**config.mk**
```make
export PLATFORM = sky130hd
export DESIGN_NAME = prog_load_ctrl
export DESIGN_NICKNAME = d
export VERILOG_FILES = /design/src/rtl/prog_load_ctrl.sv
export SDC_FILE = /design/constraint.sdc
export NUM_CORES = 1
export LEC_CHECK = 0
export CORE_MARGIN = 5
export CORE_UTILIZATION = 38
export CTS_BUF_LIST = sky130_fd_sc_hd__clkbuf_2 sky130_fd_sc_hd__clkbuf_4 sky130_fd_sc_hd__clkbuf_8
export CTS_CLUSTER_SIZE = 16
export DETAILED_ROUTE_END_ITERATION = 8
export GPL_TIMING_DRIVEN = 0
export HOLD_SLACK_MARGIN = 0.05
export PLACE_DENSITY = 0.93
export SLEW_MARGIN = 20
export SYNTH_ARGS = -nofsm -noshare
export SYNTH_HDL_FRONTEND = slang
export SYNTH_SLANG_ARGS = --single-unit
```
**constraint.sdc**
```tcl
create_clock -name clk -period 3.35 [get_ports clk]
set_input_delay 1.005 -clock clk [delete_from_list [all_inputs] [get_ports clk]]
set_output_delay 1.005 -clock clk [all_outputs]
set_load 0.05 [all_outputs]
```
**src/rtl/prog_load_ctrl.sv**
```systemverilog
// prog_load_ctrl: streams a program into imem, runs the core for run_len cycles, then dumps state words.
module prog_load_ctrl #(
  parameter int INSTR_W = 32,
  parameter int ADDR_W  = 64,
  parameter int DEPTH   = 256,
  parameter int CNT_W   = 16,
  parameter int DUMP_W  = 64,
  parameter int DUMP_N  = 32,
  localparam int LEN_W  = $clog2(DEPTH) + 1,
  localparam int IDX_W  = $clog2(DUMP_N)
) (
  input  logic               clk,
  input  logic               rst_n,
  input  logic               start,
  input  logic               abort,
  input  logic [LEN_W-1:0]   len,
  input  logic [CNT_W-1:0]   run_len,
  input  logic               s_valid,
  output logic               s_ready,
  input  logic [INSTR_W-1:0] s_data,
  output logic               imem_we,
  output logic [ADDR_W-1:0]  imem_addr,
  output logic [INSTR_W-1:0] imem_wdata,
  output logic               cpu_rst_n,
  output logic               cpu_en,
  output logic [IDX_W-1:0]   dump_idx,
  input  logic [DUMP_W-1:0]  dump_rdata,
  output logic               m_valid,
  input  logic               m_ready,
  output logic [DUMP_W-1:0]  m_data,
  output logic               m_last,
  output logic               busy,
  output logic               done
);
  localparam logic [2:0] IDLE = 3'd0, LOAD = 3'd1, RUN = 3'd2, DUMP = 3'd3, DONE = 3'd4;
  localparam logic [LEN_W-1:0] DEPTH_L = LEN_W'(DEPTH);
  localparam logic [IDX_W-1:0] LAST_IDX = IDX_W'(DUMP_N - 1);
  logic [2:0]       state;
  logic [LEN_W-1:0] eff_len, word_idx, len_c;
  logic [CNT_W-1:0] run_cnt, cyc_cnt;
  logic             load_last;
  always_comb begin
    len_c      = len > DEPTH_L ? DEPTH_L : len;
    load_last  = word_idx == eff_len - LEN_W'(1);
    s_ready    = state == LOAD && !abort;
    imem_we    = s_valid && s_ready;
    imem_addr  = ADDR_W'({word_idx, 2'b00});
    imem_wdata = imem_we ? s_data : '0;
    cpu_rst_n  = state == RUN || state == DUMP || state == DONE;
    cpu_en     = state == RUN;
    m_valid    = state == DUMP && !abort;
    m_data     = dump_rdata;
    m_last     = state == DUMP && dump_idx == LAST_IDX;
    busy       = state != IDLE;
    done       = state == DONE && !abort;
  end
  always_ff @(posedge clk or negedge rst_n) begin
    if (!rst_n) begin
      state    <= IDLE;
      eff_len  <= '0;
      run_cnt  <= '0;
      word_idx <= '0;
      cyc_cnt  <= '0;
      dump_idx <= '0;
    end else if (abort) begin
      state <= IDLE;
    end else begin
      case (state)
        IDLE: if (start) begin
          eff_len  <= len_c;
          run_cnt  <= run_len;
          word_idx <= '0;
          cyc_cnt  <= '0;
          dump_idx <= '0;
          state    <= len_c != '0 ? LOAD : run_len != '0 ? RUN : DUMP;
        end
        LOAD: if (imem_we) begin
          word_idx <= load_last ? word_idx : word_idx + LEN_W'(1);
          if (load_last) state <= run_cnt != '0 ? RUN : DUMP;
        end
        RUN: begin
          cyc_cnt <= cyc_cnt + CNT_W'(1);
          if (cyc_cnt == run_cnt - CNT_W'(1)) state <= DUMP;
        end
        DUMP: if (m_valid && m_ready) begin
          dump_idx <= dump_idx + IDX_W'(1);
          if (m_last) state <= DONE;
        end
        DONE: state <= IDLE;
        default: state <= IDLE;
      endcase
    end
  end
endmodule

```
# After elaboration in Yosys (flattened, before gate mapping)
# Index checks and enable logic that the tools add are counted.
# classes
add_sub_neg	5
multipliers	0
n_div	0
order_cmp	1
eq_ne	17
shifts	0
muxes	22
bitwise	1
reduce_logical	22
# ops
op	count
2-to-1 mux 9 bit	4
2-to-1 mux 32 bit	1
one-hot mux 16 bit (2 select lines)	1
nonzero test 16 bit	2
2-to-1 mux 3 bit	7
one-hot mux 9 bit (2 select lines)	1
adder 16 x 1 -> 16 bit (second input constant)	1
== test 16 bit	1
2-to-1 mux 16 bit	1
subtractor 16 x 1 -> 16 bit (second input constant)	1
inequality test 3 bit (second input constant)	4
one-hot mux 3 bit (4 select lines)	1
2-to-1 mux 5 bit	2
one-hot mux 5 bit (2 select lines)	1
adder 9 x 1 -> 9 bit (second input constant)	1
== test 9 bit	1
greater-than comparator 9 bit (second input constant)	1
nonzero test 9 bit	1
subtractor 9 x 1 -> 9 bit (second input constant)	1
== test 3 x 2 -> 1 bit (second input constant)	2
logical AND 1 bit	6
inequality test 2 bit (second input constant)	3
inequality test 3 x 2 -> 1 bit (second input constant)	2
AND reduction 3 bit	2
16 further kinds	20
# word_totals
ff_bits	58
latchBits	0
mem_bits_rw	0
romBits	0
input_bits	127
out_inout_bits	173
word_cells	74
mem_count	0

# Longest topological paths before layout
# Gate-level depths: netlist of the first run.
# logic_depth
depth_word	7
mapped_depth	9

# Worst setup path after synthesis of the first run
# No wires, ideal clock.
# synth_timing
path_kind	input port to output port
startpoint	input abort
endpoint	output imem_wdata[22]
arrival_time_ps	2392
slack_ps	-47
path_stages	3
n_path_buf	1
cell_sequence	nor2_1 clkbuf_1 and3_1
# synth_via
elab_chain_cells	4
# synth_rtl
item	line_no	text
from (decl)	15	input logic abort,
zero test 1 bit	45	s_ready = state == LOAD && !abort;
logical AND 1 bit	45	
net s_ready	19	output logic s_ready,
logical AND 1 bit	46	imem_we = s_valid && s_ready;
2-to-1 mux 32 bit	48	imem_wdata = imem_we ? s_data : '0;
to (decl)	23	output logic [INSTR_W-1:0] imem_wdata,
# The timed path passes the listed nets, and every way through them passes these cells.

# Final worst setup path of the first run
# layout_timing
startpoint	register state[2]
endpoint	output imem_wdata[18]
# layout_via
elab_chain_cells	4
# layout_rtl
item	line_no	text
from (decl)	38	logic [2:0] state;
from (signal assigned)	75	state <= len_c != '0 ? LOAD : run_len != '0 ? RUN : DUMP;
from (signal assigned)	79	if (load_last) state <= run_cnt != '0 ? RUN : DUMP;
== test 3 x 1 -> 1 bit	45	
logical AND 1 bit	45	
logical AND 1 bit	46	
2-to-1 mux 32 bit	48	
# No other way between the ends.

==> impl_metrics.env, run 1 <==
export IMPL_synth_ff_type="dfrtp_1"
export IMPL_power_density_nw_per_um2=571
export IMPL_placed_cells=978
export IMPL_period_share_pct=97.9
export IMPL_initial_core_util_pct=39.1
export IMPL_maxCapViolations=0
export IMPL_grt_pass1_wl_microns=23600
export IMPL_endpoint_kind="primary output"
export IMPL_drcViolationCount=0
export IMPL_cp_top_family="simple AND/OR/NAND/NOR gates"
export IMPL_fin_util_pct=58.7
export IMPL_syn_area_sq_um=4740
export IMPL_slowest_delay_ps=460
export IMPL_yosys_top_cells_area="dfrtp_1, buf_4, nand2_1, xnor2_1, and3_1"
export IMPL_drt_iter0_drc=487
export IMPL_numCtsBuffers=9
export IMPL_seqCellArea_sq_um=1450
export IMPL_place_hpwl_microns=12600
export IMPL_first_pass_iters=5
export IMPL_core_sq_um=12100
export IMPL_cts_tree="done"
export IMPL_cts_root_buffer="clkbuf_8"
export IMPL_synth_top_area_share_pct=30.6
export IMPL_io_pins=300
export IMPL_wl_per_cell_microns=15.7
export IMPL_cp_slowest_cell="or3b_4"
export IMPL_crit_type="flop to primary output"
export IMPL_yosysMostFrequentCell="buf_4"
export IMPL_place_congestion=0.872
export IMPL_critPathMaxFanout=10
export IMPL_synth_seq_cells=58
export IMPL_relSlewSlack_pct=39.6
export IMPL_cp_required_ps=2340
export IMPL_finalPower_mw=4.06
export IMPL_start_kind="flop"
export IMPL_vias_per_cell=4.87
export IMPL_yosysTopAreaCell="dfrtp_1"
export IMPL_via_count=4836
export IMPL_nets=954
export IMPL_cts_hold_buf=0
export IMPL_grt_overflow=0
export IMPL_setup_viol=0
export IMPL_fin_cells=994
export IMPL_reg2reg_setup_slack_ps=310
export IMPL_place_area_sq_um=6950
export IMPL_syn_to_final_growth_pct=50.0
export IMPL_rsz0062_at_grt="no"
export IMPL_status="completed"
export IMPL_synthTopCellsByCount="buf_4, nand2_1, dfrtp_1, and3_1, nor2_1"
export IMPL_layout_drive_gt1_share_pct=23.0
export IMPL_place_ws_ps=-1170
export IMPL_cts_htree_levels=3
export IMPL_stdcell_area_sq_um=7110
export IMPL_min_period_ps=3280
export IMPL_path_buf_inv=3
export IMPL_clockBufferDepth=2
export IMPL_routed_wl_microns=15600
export IMPL_cts_sinks=58
export IMPL_hold_violations=0
export IMPL_row_count=40
export IMPL_maxSlewViolCount=0
export IMPL_grt_usage_pct=19.9
export IMPL_crit_path_cell_trace="clkbuf_1 -> or3b_4 -> nor2_4 -> clkbuf_4 -> and3_1 -> buf_4"
export IMPL_synth_edf_count=0
export IMPL_seq_area_frac_synth_pct=30.6
export IMPL_avgSynthCellArea_sq_um=8.23
export IMPL_ir_drop_mv=0.284
export IMPL_max_freq_ghz=0.305
export IMPL_cts_setup_buffers=0
export IMPL_skew_ps=5.76
export IMPL_arrival_ps=2270
export IMPL_hold_class="flop to flop"
export IMPL_ant_nets=0
export IMPL_final_setup_worst_slack_ps=71.5
export IMPL_die_x_microns=122
export IMPL_antenna_found_initial=0
export IMPL_syn_inst=576
export IMPL_grt_max_degree=59
export IMPL_n_antenna_cell=0
export IMPL_worst_pin_slew_ps=904
export IMPL_clk_latency_ps=350
export IMPL_hold_slack_ps=506
export IMPL_finalSetupTns_ps=0
export IMPL_grt_pass1_vias=4651
export IMPL_ys_async_sr_fraction_pct=100
export IMPL_ys_warn_count=0
export IMPL_multi_input_area_sq_um=2460
export IMPL_clk_pin_slew_worst_paths_ps=70
export IMPL_fillers=1092
export IMPL_die_h_microns=122
export IMPL_p_leak_nw=3.49
export IMPL_dieArea_sq_um=14800
export IMPL_portBuffers=180
export IMPL_synth_cell_type_count=60
-- worst paths after layout --
check / from / to / cells after the start
min reg2reg: eff_len[8]$_DFFE_PN0P_ / eff_len[8]$_DFFE_PN0P_ / 2
max: state[2]$_DFFE_PN0P_ / imem_wdata[18] / 6
min: eff_len[8]$_DFFE_PN0P_ / eff_len[8]$_DFFE_PN0P_ / 2
max reg2reg: run_cnt[0]$_DFFE_PN0P_ / state[0]$_DFFE_PN0P_ / 9
min in group asynchronous: rst_n / cyc_cnt[9]$_DFFE_PN0P_ / 1
max in group asynchronous: rst_n / run_cnt[9]$_DFFE_PN0P_ / 1
-- cells in the final DEF (no fill, tap or decap), drive strengths merged, types with 4 or more instances in the layout --
cell | synthesis | layout
a211o | 4 | 4
a21oi | 16 | 16
a31oi | 5 | 5
and2 | 4 | 4
and3 | 40 | 40
buf | 121 | 152
clkbuf | 21 | 33
clkdlybuf4s15 | 0 | 4
clkdlybuf4s50 | 0 | 139
conb | 1 | 55
dfrtp | 58 | 58
dlygate4sd2 | 0 | 4
ha | 6 | 6
inv | 16 | 16
nand2 | 74 | 74
nand3 | 8 | 8
nand3b | 10 | 10
nand4 | 9 | 9
nor2 | 32 | 32
nor3 | 10 | 10
nor4 | 12 | 12
o21ai | 23 | 23
or3 | 8 | 8
or4 | 4 | 4
xnor2 | 29 | 29
xor2 | 16 | 16
-- worst register-to-register path: cells and delay by family, from the launching register on --
family / cells / cell delay, ps
AND/OR/NAND/NOR: 3 / 1260
flip-flops: 1 / 450
adder cells (fa/ha/maj): 1 / 250
AO/OA/AOI/OAI: 4 / 900
buffers and inverters: 1 / 110
-- flip-flops by register name, indices dropped and copies added, names as in the netlist --
signal    cells
cyc_cnt      16
dump_idx      5
eff_len       9
run_cnt      16
state         3
word_idx      9
-- what timing repair did --
item | CTS | global route
gates cloned | 0 | 0
hold endpoints to repair | 0 | 0
setup endpoints to repair | 36 | 3
gates resized for setup | 203 | 4
pin swaps | 1 | 0
-- cells by family (layout without fill, tap and decap cells) --
kind of cell / count (synthesis) / after routing / share of synthesized area (%)
flops: 58 / 58 / 30.6
mux: 4 / 4 / 0.977
fa+ha+maj: 6 / 6 / 1.58
compound gates: 78 / 78 / 11.1
buf+inv: 158 / 354 / 22.0
other cells: 1 / 55 / 0.0791
xor+xnor: 45 / 45 / 8.32
simple gates: 226 / 226 / 25.3
-- layout make-up --
| cell class | count | area share, % |
|---|---|---|
| buffer | 142 | 14.0 |
| clock buffer | 12 | 2.23 |
| clock inverter | 4 | 0.704 |
| inverter | 16 | 0.845 |
| multi-input combinational | 414 | 34.6 |
| sequential | 58 | 20.4 |
| tap | 168 | 2.96 |
| timing repair buffer | 180 | 24.3 |
-- per-layer routing --
layer	up-vias	global-route usage, %	share of wire [%]
li1	2308	-	-
met1	2258	26.3	40
met2	254	32.5	49
met3	16	5.39	9.1
met4	0	4.83	1.1
met5	-	0	0
-- report_power, final --
group	internal, mW	total [mW]	switching [mW]	leakage [nW]
clock	0.391	0.687	0.296	0.102
sequential	0.886	1.16	0.272	0.772
combinational	0.875	2.21	1.34	2.62
total	2.15	4.06	1.91	3.49
Power figures use the tool's default switching activity.
==> inputs of run 2 (changes only) <==
- CAP_MARGIN: unset -> 15
- SKIP_CTS_REPAIR_TIMING: unset -> 1
==> run 2 against run 1 <==
Against the previous run: die area unchanged; clock-buffer cell count stayed put; critical endpoint is now s_ready; critical path type unchanged; largest power group unchanged; routed wire length grew 0.36%; clock power about the same; global-route usage barely moved; cell count up 0.20%; sequential power about the same; final area is 0.32% lower; sequential share of layout area increased by 0.065 points; non-clock buffer count is 2 higher.
==> impl_metrics.env, run 2 (synthesis results as in run 1) <==
export IMPL_start_kind="flop"
export IMPL_grt_max_degree=59
export IMPL_critPathMaxFanout=10
export IMPL_die_x_microns=122
export IMPL_core_sq_um=12100
export IMPL_numCtsBuffers=9
export IMPL_endpoint_kind="primary output"
export IMPL_ir_drop_mv=0.284
export IMPL_n_antenna_cell=0
export IMPL_via_count=4809
export IMPL_grt_usage_pct=19.9
export IMPL_first_pass_iters=6
export IMPL_place_ws_ps=-1170
export IMPL_combPwrFrac_pct=54.5
export IMPL_cts_root_buffer="clkbuf_8"
export IMPL_routed_wl_microns=15700
export IMPL_place_hpwl_microns=12600
export IMPL_rsz0062_at_grt="no"
export IMPL_drcViolationCount=0
export IMPL_vias_per_cell=4.83
export IMPL_nets=956
export IMPL_fin_cells=996
export IMPL_hold_violations=0
export IMPL_io_pins=300
export IMPL_seqPwrFrac_pct=28.5
export IMPL_period_share_pct=98.0
export IMPL_fin_util_pct=58.5
export IMPL_grt_pass1_vias=4679
export IMPL_maxCapViolations=0
export IMPL_initial_core_util_pct=39.1
export IMPL_clk_latency_ps=350
export IMPL_power_density_nw_per_um2=572
export IMPL_skew_ps=6.97
export IMPL_min_period_ps=3280
export IMPL_r2r_end="state[0]$_DFFE_PN0P_"
export IMPL_hold_path_cell_count=2
export IMPL_row_count=40
export IMPL_switching_share_pct=47.0
export IMPL_clockBufferDepth=2
export IMPL_portBuffers=180
export IMPL_p_leak_nw=3.60
export IMPL_final_cell_mix="clkdlybuf4s50_1, buf_4, nand2_1"
export IMPL_placed_cells=978
export IMPL_pwr_share_clk_pct=17.0
export IMPL_hold_class="flop to flop"
export IMPL_cts_tree="done"
export IMPL_max_freq_ghz=0.305
export IMPL_stdcell_area_sq_um=7090
export IMPL_layout_drive_gt1_share_pct=22.7
export IMPL_cp_required_ps=2340
export IMPL_grt_pass1_wl_microns=23600
export IMPL_syn_to_final_growth_pct=49.6
export IMPL_status="completed"
export IMPL_hp_start="eff_len[8]$_DFFE_PN0P_"
export IMPL_grt_overflow=0
export IMPL_p_switching_mw=1.91
export IMPL_cts_sinks=58
export IMPL_rr_worst_depth=9
export IMPL_ant_nets=0
export IMPL_worst_pin_slew_ps=890
export IMPL_maxSlewViolCount=0
export IMPL_final_setup_worst_slack_ps=67.4
export IMPL_dieArea_sq_um=14800
export IMPL_drt_iter0_drc=455
export IMPL_place_congestion=0.872
export IMPL_reg_top3="cyc_cnt: 16 flops, run_cnt: 16 flops"
export IMPL_p_int_mw=2.15
export IMPL_cts_htree_levels=3
export IMPL_crit_type="flop to primary output"
export IMPL_arrival_ps=2280
export IMPL_r2r_start="run_cnt[0]$_DFFE_PN0P_"
export IMPL_clk_pin_slew_worst_paths_ps=70
export IMPL_hold_slack_ps=510
export IMPL_reg2reg_setup_slack_ps=330
export IMPL_final_common_cell="clkdlybuf4s50_1"
export IMPL_antenna_found_initial=0
export IMPL_place_area_sq_um=6950
export IMPL_whs_endpoint="eff_len[8]$_DFFE_PN0P_"
export IMPL_relSlewSlack_pct=40.6
export IMPL_setup_viol=0
export IMPL_wl_per_cell_microns=15.7
export IMPL_die_h_microns=122
run 2: cell count changes in the layout (fill, tap and decap cells not counted):
cell             previous run  this run
clkdlybuf4s15_2             4         0
dlymetal6s2s_1              2        10
clkbuf_2                    1        14
buf_4                     149       124
buf_2                       3        13
clkbuf_4                    4         8
dlygate4sd2_1               4         0
run 2: power by group through the flow:
| stage | Combinational, mW | Sequential [mW] | Clock, mW |
|---|---|---|---|
| 2_1_floorplan | 1.60 | 1.14 | 0 |
| 3_3_place_gp | 2.12 | 1.15 | 0 |
| 3_5_place_dp | 2.18 | 1.16 | 0 |
| 4_1_cts | 2.20 | 1.15 | 0.693 |
| 5_1_grt | 2.39 | 1.19 | 0.721 |
| 6_report | 2.21 | 1.16 | 0.688 |
run 2: worst max-delay path, cell delays in order (launching register included):
cell	delay [ps]
dfrtp_1	360
clkbuf_1	200
or3b_4	460
nor2_4	160
buf_4	150
clkbuf_4	170
dlymetal6s2s_1	430
run 2: area by class of cell:
| class | count | area, sq um |
|---|---|---|
| buffer | 142 | 995 |
| timing repair buffer | 182 | 1700 |
| clock inverter | 4 | 50.0 |
| multi-input combinational | 414 | 2460 |
| fill | 1080 | 5020 |
| clock buffer | 12 | 159 |
| sequential | 58 | 1450 |
| tap | 168 | 210 |
| inverter | 16 | 60.1 |
run 2: per-layer routing:
layer | GRT usage [%] | share of wire [%]
met1 | 26.1 | 40
met2 | 32.5 | 49
met3 | 5.48 | 9.2
met4 | 5.04 | 0.94
met5 | 0 | 0
run 2: through the flow:
stage	power, mW	TNS (ps)
2_1_floorplan	2.73	0
3_3_place_gp	3.27	-64100
3_5_place_dp	3.34	-36130
4_1_cts	4.04	-37420
5_1_grt	4.30	0
6_report	4.06	0
run 2: worst max path at each step:
stage	startpoint	end	slack, ps	cells after the start
floorplan	abort	imem_wdata[22]	230	3
global placement	abort	imem_wdata[18]	-1100	5
detailed placement	abort	imem_wdata[18]	-1170	5
CTS	abort	imem_wdata[18]	-1210	5
global route	state[2]$_DFFE_PN0P_	imem_wdata[30]	0.4	7
finish	state[2]$_DFFE_PN0P_	s_ready	70	6
==> inputs of run 3 (changes only) <==
- CORE_ASPECT_RATIO: unset -> 0.9
- SKIP_CTS_REPAIR_TIMING: 1 -> unset
==> run 3 against run 2 <==
Against the previous run: final area unchanged; flip-flop and latch count stayed put; power is 1.2% lower; critical path type is now input port to primary output; largest cell class unchanged.
==> impl_metrics.env, run 3 (synthesis results as in run 1) <==
export IMPL_cts_htree_levels=3
export IMPL_cts_setup_buffers=0
export IMPL_ir_drop_mv=0.306
export IMPL_initial_core_util_pct=39.1
export IMPL_finalPower_mw=4.01
export IMPL_grt_pass1_wl_microns=23700
export IMPL_via_count=4784
export IMPL_io_pins=300
export IMPL_drt_iter0_drc=439
export IMPL_crit_path_cell_trace="dlygate4sd2_1 -> clkbuf_2 -> and3_1 -> clkdlybuf4s15_2"
export IMPL_crit_type="input port to primary output"
export IMPL_place_area_sq_um=6940
export IMPL_first_pass_iters=5
export IMPL_max_freq_ghz=0.308
export IMPL_row_count=38
export IMPL_path_buf_inv=3
export IMPL_cp_top_family="buffers and inverters"
export IMPL_reg_top3="cyc_cnt: 16 flops, run_cnt: 16 flops"
export IMPL_clk_latency_ps=360
export IMPL_start_kind="input port"
export IMPL_core_sq_um=12100
export IMPL_period_share_pct=97.1
export IMPL_grt_pass1_vias=4682
export IMPL_cts_sinks=58
export IMPL_maxCapViolations=0
export IMPL_cts_hold_buf=0
export IMPL_slowest_delay_ps=430
export IMPL_maxSlewViolCount=0
export IMPL_finalSetupTns_ps=0
export IMPL_syn_to_final_growth_pct=49.6
export IMPL_cp_required_ps=2340
export IMPL_worst_pin_slew_ps=925
export IMPL_routed_wl_microns=15800
export IMPL_place_hpwl_microns=12700
export IMPL_min_period_ps=3250
export IMPL_cp_slowest_cell="dlygate4sd2_1"
export IMPL_final_common_cell="buf_4"
export IMPL_place_congestion=0.935
export IMPL_power_density_nw_per_um2=566
export IMPL_arrival_ps=2250
export IMPL_p_leak_nw=3.50
export IMPL_endpoint_kind="primary output"
export IMPL_numCtsBuffers=9
export IMPL_cts_tree="done"
export IMPL_vias_per_cell=4.84
export IMPL_hold_violations=0
export IMPL_grt_max_degree=59
export IMPL_stdcell_area_sq_um=7090
export IMPL_clockBufferDepth=2
export IMPL_hold_class="flop to flop"
export IMPL_dieArea_sq_um=14800
export IMPL_grt_usage_pct=20.0
export IMPL_die_x_microns=128
export IMPL_antenna_found_initial=2
export IMPL_nets=954
export IMPL_final_cell_mix="buf_4, clkdlybuf4s50_1, nand2_1"
export IMPL_wl_per_cell_microns=16.0
export IMPL_relSlewSlack_pct=38.2
export IMPL_layout_drive_gt1_share_pct=23.2
export IMPL_die_h_microns=116
export IMPL_clk_pin_slew_worst_paths_ps=60
export IMPL_portBuffers=180
export IMPL_ant_nets=0
export IMPL_critPathMaxFanout=10
export IMPL_drcViolationCount=0
export IMPL_skew_ps=7.22
export IMPL_rsz0062_at_grt="no"
export IMPL_grt_overflow=0
export IMPL_setup_viol=0
export IMPL_status="completed"
export IMPL_cts_root_buffer="clkbuf_8"
## run 3: cell types whose count changed in the layout (fill, tap and decap cells not counted), sizes merged
| cell | change |
|---|---|
| clkinv | +1 |
| clkdlybuf4s15 | +3 |
| bufinv | -1 |
| clkdlybuf4s18 | +1 |
| clkinvlp | -2 |
| clkbuf | -16 |
| buf | +16 |
| diode | +2 |
| dlymetal6s2s | -8 |
| dlygate4sd2 | +4 |
## run 3: layout make-up
| class | instances | area (sq um) |
|---|---|---|
| tap | 160 | 200 |
| antenna | 2 | 5.00 |
| clock inverter | 2 | 10.0 |
| inverter | 16 | 60.1 |
| clock buffer | 14 | 180 |
| buffer | 142 | 995 |
| multi-input combinational | 414 | 2460 |
| fill | 1032 | 5040 |
| timing repair buffer | 180 | 1730 |
| sequential | 58 | 1450 |
## run 3: stage by stage
| step | cells | util, % | hold slack (ps) | worst slack, ps |
|---|---|---|---|---|
| after floorplan | 630 | - | 467 | 228 |
| after global placement | 970 | 57.3 | 480 | -1020 |
| after detailed placement | 970 | 57.3 | 509 | -1060 |
| after CTS | 986 | 58.3 | 524 | 0.0135 |
| after global routing | 988 | 58.5 | 558 | 0.941 |
| final | 988 | 58.5 | 519 | 98.5 |
## run 3: power breakdown
part           switching [mW]  internal, mW  total [mW]
clock                   0.288         0.343       0.631
combinational            1.35         0.872        2.22
sequential              0.276         0.886        1.16
total                    1.91          2.10        4.01
## run 3: metal layers
metal	GRT usage, %	wire length [microns]
met5	0	0
met3	5.30	1190
met2	33.7	8200
met1	25.3	6140
met4	5.87	275
## run 3: path summary, 6_finish.rpt
| path | startpoint | end | slack [ps] | depth (start not counted) |
|---|---|---|---|---|
| min | eff_len[8]$_DFFE_PN0P_ | eff_len[8]$_DFFE_PN0P_ | 520 | 2 |
| max | s_valid | imem_wdata[1] | 100 | 4 |
| min reg2reg | eff_len[8]$_DFFE_PN0P_ | eff_len[8]$_DFFE_PN0P_ | 520 | 2 |
| max in group asynchronous | rst_n | run_cnt[9]$_DFFE_PN0P_ | 2130 | 1 |
| max reg2reg | run_cnt[0]$_DFFE_PN0P_ | state[0]$_DFFE_PN0P_ | 400 | 9 |
| min in group asynchronous | rst_n | word_idx[3]$_DFFE_PN0P_ | 720 | 1 |
## run 3: repair_timing
action	CTS	global route
pin swaps	1	1
gates resized for setup	205	6
endpoints found under the setup margin	36	36
## run 3: tightest hold or removal path, stage by stage (launching register included)
cell,delay (ps)
dfrtp_1,370
nand2_1,60
nand2_1,60
